<file path="src/rtl/button_counter_if.sv">
// Signal bundle between the button counter and whatever drives its buttons
// and watches its LEDs. The clock and reset stay outside as plain ports.
`timescale 1ns/1ps

interface button_counter_if #(
    parameter int WIDTH = 8
);
    logic             i_Button_Up;
    logic             i_Button_Down;
    logic             i_Load;
    logic [WIDTH-1:0] i_Load_Value;
    logic [WIDTH-1:0] o_LED;
    logic             o_Wrap;

    // Board / stimulus side: drives the buttons and load, observes the LEDs.
    modport master (
        output i_Button_Up,
        output i_Button_Down,
        output i_Load,
        output i_Load_Value,
        input  o_LED,
        input  o_Wrap
    );

    // Counter side.
    modport slave (
        input  i_Button_Up,
        input  i_Button_Down,
        input  i_Load,
        input  i_Load_Value,
        output o_LED,
        output o_Wrap
    );
endinterface

</file>
<file path="src/rtl/button_counter.sv">
// Push-button event counter driving an LED bank.
// Each raw button is synchronised (2 flops), debounced over DEBOUNCE_CYCLES
// stable cycles and edge-detected; a press steps a modulo-(MAX_COUNT+1)
// counter that drives the LEDs directly. o_Wrap pulses for one cycle on wrap.
// Build option: define BUTTON_COUNTER_DOWN_EN to build the down-button
// channel; without it the counter is up-only and i_Button_Down is ignored.
`timescale 1ns/1ps

module button_counter #(
    parameter int WIDTH           = 8,
    parameter int MAX_COUNT       = (2 ** WIDTH) - 1,
    parameter int DEBOUNCE_CYCLES = 16
) (
    input  logic               i_Clk,
    input  logic               i_Reset,
    button_counter_if.slave    bus
);

`ifdef BUTTON_COUNTER_DOWN_EN
    localparam int NUM_CH = 2;
`else
    localparam int NUM_CH = 1;
`endif

    localparam int               CNT_W    = $clog2(DEBOUNCE_CYCLES) + 1;
    localparam logic [CNT_W-1:0] CNT_LAST = CNT_W'(DEBOUNCE_CYCLES - 1);
    localparam logic [WIDTH-1:0] MAX_VAL  = WIDTH'(MAX_COUNT);

    // Channel 0 is the up button; channel 1 (when built) is the down button.
    logic [NUM_CH-1:0] raw_btn;
    logic [NUM_CH-1:0] press;

    assign raw_btn[0] = bus.i_Button_Up;
`ifdef BUTTON_COUNTER_DOWN_EN
    assign raw_btn[1] = bus.i_Button_Down;
`else
    logic unused_down;
    assign unused_down = bus.i_Button_Down;
`endif

    genvar gi;
    generate
        for (gi = 0; gi < NUM_CH; gi++) begin : g_ch
            logic             sync1_reg;
            logic             sync2_reg;
            logic             level_reg;
            logic [CNT_W-1:0] cnt_reg;

            // Synchronise the raw button, then accept a level change only once
            // the synchronised level has differed for DEBOUNCE_CYCLES cycles.
            always_ff @(posedge i_Clk) begin
                if (i_Reset) begin
                    sync1_reg <= 1'b0;
                    sync2_reg <= 1'b0;
                    level_reg <= 1'b0;
                    cnt_reg   <= '0;
                end else begin
                    sync1_reg <= raw_btn[gi];
                    sync2_reg <= sync1_reg;
                    if (sync2_reg == level_reg) begin
                        cnt_reg <= '0;
                    end else if (cnt_reg == CNT_LAST) begin
                        level_reg <= sync2_reg;
                        cnt_reg   <= '0;
                    end else begin
                        cnt_reg <= cnt_reg + CNT_W'(1);
                    end
                end
            end

            // A press is flagged in the same cycle the debounced level is
            // about to rise, so the counter steps on that very edge.
            assign press[gi] = sync2_reg && !level_reg && (cnt_reg == CNT_LAST);
        end
    endgenerate

    logic [WIDTH-1:0] count_reg;
    logic [WIDTH-1:0] count_next;
    logic             wrap_reg;
    logic             wrap_next;

    // Next count: load beats presses; presses step with wrap at the ends.
    always_comb begin
        count_next = count_reg;
        wrap_next  = 1'b0;
        if (bus.i_Load) begin
            count_next = (bus.i_Load_Value > MAX_VAL) ? MAX_VAL : bus.i_Load_Value;
`ifdef BUTTON_COUNTER_DOWN_EN
        end else if (press[0] && !press[1]) begin
`else
        end else if (press[0]) begin
`endif
            if (count_reg == MAX_VAL) begin
                count_next = '0;
                wrap_next  = 1'b1;
            end else begin
                count_next = count_reg + WIDTH'(1);
            end
`ifdef BUTTON_COUNTER_DOWN_EN
        end else if (press[1] && !press[0]) begin
            if (count_reg == '0) begin
                count_next = MAX_VAL;
                wrap_next  = 1'b1;
            end else begin
                count_next = count_reg - WIDTH'(1);
            end
`endif
        end
    end

    // Count and wrap-pulse registers; both outputs come straight from flops.
    always_ff @(posedge i_Clk) begin
        if (i_Reset) begin
            count_reg <= '0;
            wrap_reg  <= 1'b0;
        end else begin
            count_reg <= count_next;
            wrap_reg  <= wrap_next;
        end
    end

    assign bus.o_LED  = count_reg;
    assign bus.o_Wrap = wrap_reg;

endmodule

</file>
<file path="src/flat_wrapper.sv">
// flat-port wrapper written by rule: the top's interface ports become plain ports
module button_counter_flat 
#(
    parameter int WIDTH           = 8,
    parameter int MAX_COUNT       = (2 ** WIDTH) - 1,
    parameter int DEBOUNCE_CYCLES = 16
)
  (i_Clk, i_Reset, bus_i_Button_Up, bus_i_Button_Down, bus_i_Load, bus_i_Load_Value, bus_o_LED, bus_o_Wrap);
  button_counter_if #(.WIDTH(WIDTH)) bus_i ();
  input  logic i_Clk;
  input  logic i_Reset;
  input wire logic [$bits(bus_i.i_Button_Up)-1:0] bus_i_Button_Up;
  input wire logic [$bits(bus_i.i_Button_Down)-1:0] bus_i_Button_Down;
  input wire logic [$bits(bus_i.i_Load)-1:0] bus_i_Load;
  input wire logic [$bits(bus_i.i_Load_Value)-1:0] bus_i_Load_Value;
  output wire logic [$bits(bus_i.o_LED)-1:0] bus_o_LED;
  output wire logic [$bits(bus_i.o_Wrap)-1:0] bus_o_Wrap;
  assign bus_i.i_Button_Up = bus_i_Button_Up;
  assign bus_i.i_Button_Down = bus_i_Button_Down;
  assign bus_i.i_Load = bus_i_Load;
  assign bus_i.i_Load_Value = bus_i_Load_Value;
  assign bus_o_LED = bus_i.o_LED;
  assign bus_o_Wrap = bus_i.o_Wrap;
  button_counter #(.WIDTH(WIDTH), .MAX_COUNT(MAX_COUNT), .DEBOUNCE_CYCLES(DEBOUNCE_CYCLES)) u_core (.i_Clk(i_Clk), .i_Reset(i_Reset), .bus(bus_i));
endmodule
</file>
<file path="config.mk">
export PLATFORM = sky130hd
export DESIGN_NAME = button_counter_flat
export DESIGN_NICKNAME = d
export VERILOG_FILES = /design/src/rtl/button_counter_if.sv /design/src/rtl/button_counter.sv /design/src/flat_wrapper.sv
export SDC_FILE = /design/constraint.sdc
export NUM_CORES = 1
export LEC_CHECK = 0
export ABC_CLOCK_PERIOD_IN_PS = 5000
export CAP_MARGIN = 5
export CORE_MARGIN = 8
export CORE_UTILIZATION = 39
export CTS_BUF_LIST = sky130_fd_sc_hd__clkbuf_4
export DETAILED_ROUTE_END_ITERATION = 16
export GPL_ROUTABILITY_DRIVEN = 0
export PLACE_DENSITY_LB_ADDON = 0.3
export SLEW_MARGIN = 20
export SYNTH_ARGS = -nofsm -noshare
export SYNTH_HDL_FRONTEND = slang
export SYNTH_SLANG_ARGS = --single-unit
</file>
<file path="constraint.sdc">
create_clock -name i_Clk -period 5 [get_ports i_Clk]
set_input_delay 1.5 -clock i_Clk [delete_from_list [all_inputs] [get_ports i_Clk]]
set_output_delay 1.5 -clock i_Clk [all_outputs]
set_load 0.1 [all_outputs]
</file>
# Word-level counts from Yosys, hierarchy flattened
# Index checks and enable logic that the tools add are counted.
[word_totals]
register_bits = 17
input_bits = 13
word_cells = 26
[op_classes]
n_addsub = 2
order_cmp = 1
n_eq_ne = 3
n_mux = 5
n_bitwise = 2
reduce_logical = 7
[op_table]
columns = ["op", "count"]
rows = [
  ["$mux W8", 4],
  ["$add A8 B1 Y8 const B", 1],
  ["$eq A8 B8 Y1 const B", 1],
  ["$gt A8 B8 Y1 const B", 1],
  ["$reduce_or A3 Y1", 2],
  ["$add A5 B1 Y5 const B", 1],
  ["$eq A5 B4 Y1 const B", 1],
  ["$logic_and A1 B1 Y1", 2],
  ["$not A1 Y1", 2],
  ["$reduce_and A2 Y1", 1],
  ["$reduce_bool A2 Y1", 1],
  ["$eq A1 B1 Y1", 1],
  ["$logic_not A1 Y1", 1],
  ["$mux W1", 1],
]

# Depth between registers and ports, before layout
[logic_depth]
ltp_word = 5
depth_mapped = 7
depth_no_buf = 7

# Least setup slack after synthesis
# No wires, ideal clock.
[synth_timing]
path_type = "flip-flop to output port"
startpoint = "register u_core.count_reg[2] (netlist: u_core.bus.o_LED[2])"
endpoint = "output port bus_o_LED[2]"
arrival_ps = 1014
required_ps = 3500
slack_ps = 2486
stages_incl_launch_ff = 1
n_path_buf = 0
cell_sequence = "dfxtp_1"
[synth_lines]
columns = ["element", "line_no", "rtl"]
rows = [
  ["from (decl)", "button_counter.sv:77", "logic [WIDTH-1:0] count_reg;"],
  ["from (signal assigned)", "button_counter.sv:117", "count_reg <= count_next;"],
  ["to (decl)", "flat_wrapper.sv:16", "output wire logic [$bits(bus_i.o_LED)-1:0] bus_o_LED;"],
]
# No word-level cell between the ends.

# Worst setup path after layout
[layout_timing]
startpoint = "register u_core.count_reg[1] (netlist: u_core.bus.o_LED[1])"
endpoint = "output port bus_o_LED[1]"
# No word-level cell between the ends.

==> results.yml <==
clock_network:
  clock-sinks: 17
  cts_made_buffers: 3
  post_cts_buffers: 0
  cts_resized: 0
  cts_tree: "done"
  h-tree-depth: 1
  clockRootBuffer: "clkbuf_4"
  cts_buffer_depth: 2
  postCtsHoldBufs: 0
  clock_latency_ps: 290
  clk_pin_slew_ps: 100
critical_path:
  worstPathCellList: "clkdlybuf4s50_1"
  reg2reg_to: "u_core.bus.o_LED[1]"
  slowest_delay_ps: 1200
  cp_top_family: "buffers and inverters"
  worstSetupStartpointType: "register"
  cp_max_fo: 6
  critPathCaptureType: "output pin"
  crit_buf_inv: 1
  r2r_start: "u_core.g_ch[0].cnt_reg[0]"
  crit_start: "u_core.bus.o_LED[1]"
  r2r_slack_ps: 3060
  critPathSlowestCell: "clkdlybuf4s50_1"
  r2r_cells: 7
  critPathRequiredTime_ps: 3500
  crit_type: "register to output pin"
  cp.arrival_ps: 1950
synthesis:
  synth_top_area_frac: 0.424
  synthesis.nets: 107
  synth_ff_type: "dfxtp_1"
  ys_top_cells_by_area: "dfxtp_1 (42%), ha_1 (6.2%), nor2_1 (4.7%)"
  synth-seq-area-share: 0.424
  synth_edf_count: 0
  yosysTopAreaCell: "dfxtp_1"
  avgSynthCellArea_um2: 8.93
  yosysWarnings: 0
  syn_area_um2: 803
  synth.distinct_cells: 31
  ys_seq_elements: 17
  async_flop_share: 0
  syn-instance-count: 90
drt:
  drt_iter0_drc: 8
  ant_nets: 0
  via_per_inst: 5.16
  wl_per_cell_um: 12.7
  firstDrtPassIters: 4
  vias: 717
  drc: 0
  wirelength_mm: 1.77
timing:
  hold_ws_ps: 458
  post-route-period-util: 0.690
  rsz0062_at_grt: "false"
  final.setup_skew_ps: 6.82
  hold_viol: 0
  finalSetupViolations: 0
  tightest_slew_ps: 991
  max_freq_ghz: 0.290
  finalSetupTns_ps: 0
  drv_slew: 0
  fin_crit_ps: 3450
  max_slew_margin: 0.338
final_layout:
  antenna_cells: 0
  final_common_cell: "clkdlybuf4s50_1"
  area_growth_pct: 31.8
  drive_above_1_share: 0.0714
  final_nets: 130
  most-common-layout-cells: "clkdlybuf4s50_1 (20), dfxtp_1 (17), nor2_1 (10)"
  largest_reg_flops: 8
  fin_util: 0.540
floorplanning:
  core.rowCount: 16
  die_w_um: 61.4
  dieArea_mm2: 0.00377
  io_pins: 22
  dieHeight_um: 61.4
  core-area_mm2: 0.00196
  start_util: 0.409
global_route:
  grt_util_met1: 0.0944
  met3_usage: 0.0313
  grt_usage: 0.101
  grt_pass1_vias: 692
  grt_pass1_wl_mm: 2.85
  grt_overflow: 0
  grt_start_max_net_pins: 16
  busiest_layer: "met2"
  grt_use_met2: 0.185
  antenna_found_initial: 0
power_and_ir_drop:
  p_clk_frac: 0.276
  powerDensity_mw_per_mm2: 270
  p_seq_frac: 0.512
  power.switching_mw: 0.0882
  swShare: 0.308
  leakagePower_nw: 0.389
  ir_worst_vdd_uv: 145
  power.internal_mw: 0.198
  p_comb_frac: 0.212
worst_hold_path:
  holdPathStages: 1
  hp-start: "u_core.g_ch[0].sync1_reg"
  hold_path_class: "register to register"
  holdPathEnd: "u_core.g_ch[0].sync2_reg"
placement:
  dp_hpwl_mm: 1.36
  portBuffers: 20
status:
  status: "complete, no violations"
job:
  drv_cap: 0
==> area by class of cell <==
class                      count  area, um2
multi-input combinational     64        428
tap                           27       33.8
inverter                       7       26.3
timing repair buffer          20        200
sequential                    17        340
clock buffer                   4       30.0
fill                         201        903
==> logic make-up after synthesis <==
group                    share of synthesized area
flip-flops                                   0.424
adder cells (fa/ha/maj)                     0.0623
XOR/XNOR                                    0.0654
AND/OR/NAND/NOR                              0.226
buffers and inverters                       0.0436
AO/OA/AOI/OAI                                0.140
multiplexers                                0.0389
==> per-layer routing <==
metal / up-vias / wire length [um]
li1: 360 / -
met1: 337 / 759
met2: 15 / 859
met3: 5 / 109
met4: 0 / 44
met5: - / 0
==> cell usage after synthesis, types with 2 or more instances <==
master / instances
a21oi_1: 7
dfxtp_1: 17
ha_1: 4
inv_1: 7
mux2i_1: 2
nand2_1: 4
nand3_1: 4
nor2_1: 10
nor2b_1: 3
nor3b_1: 3
o32ai_1: 2
or3_1: 4
xnor2_1: 4
xor2_1: 2
==> power by group through the flow <==
| stage | registers (mW) | logic [mW] | clock network, mW |
|---|---|---|---|
| after detailed placement | 0.150 | 0.0606 | 0 |
| after global placement | 0.149 | 0.0599 | 0 |
| final | 0.147 | 0.0605 | 0.0789 |
| after global routing | 0.147 | 0.0638 | 0.0859 |
| after CTS | 0.147 | 0.0609 | 0.0815 |
| after floorplan | 0.176 | 0.0142 | 0 |
==> through the flow <==
step                      instance area [um2]  instances  total power [mW]  setup slack, ps
after floorplan                           803         90             0.190             2490
after global placement                   1030        135             0.209             1890
after detailed placement                 1030        135             0.210             1860
after CTS                                1060        139             0.289             1530
after global routing                     1060        139             0.297             1470
final                                    1060        139             0.286             1550
==> how the worst max path moves through the flow <==
| stage | cells after the start | to | slack, ps |
|---|---|---|---|
| global route | 1 | bus_o_LED[1] | 1470 |
| global placement | 1 | bus_o_LED[0] | 1890 |
| finish | 1 | bus_o_LED[1] | 1550 |
| floorplan | 0 | bus_o_LED[2] | 2490 |
| detailed placement | 1 | bus_o_LED[0] | 1860 |
| CTS | 1 | bus_o_LED[0] | 1530 |
Power figures use the tool's default switching activity.
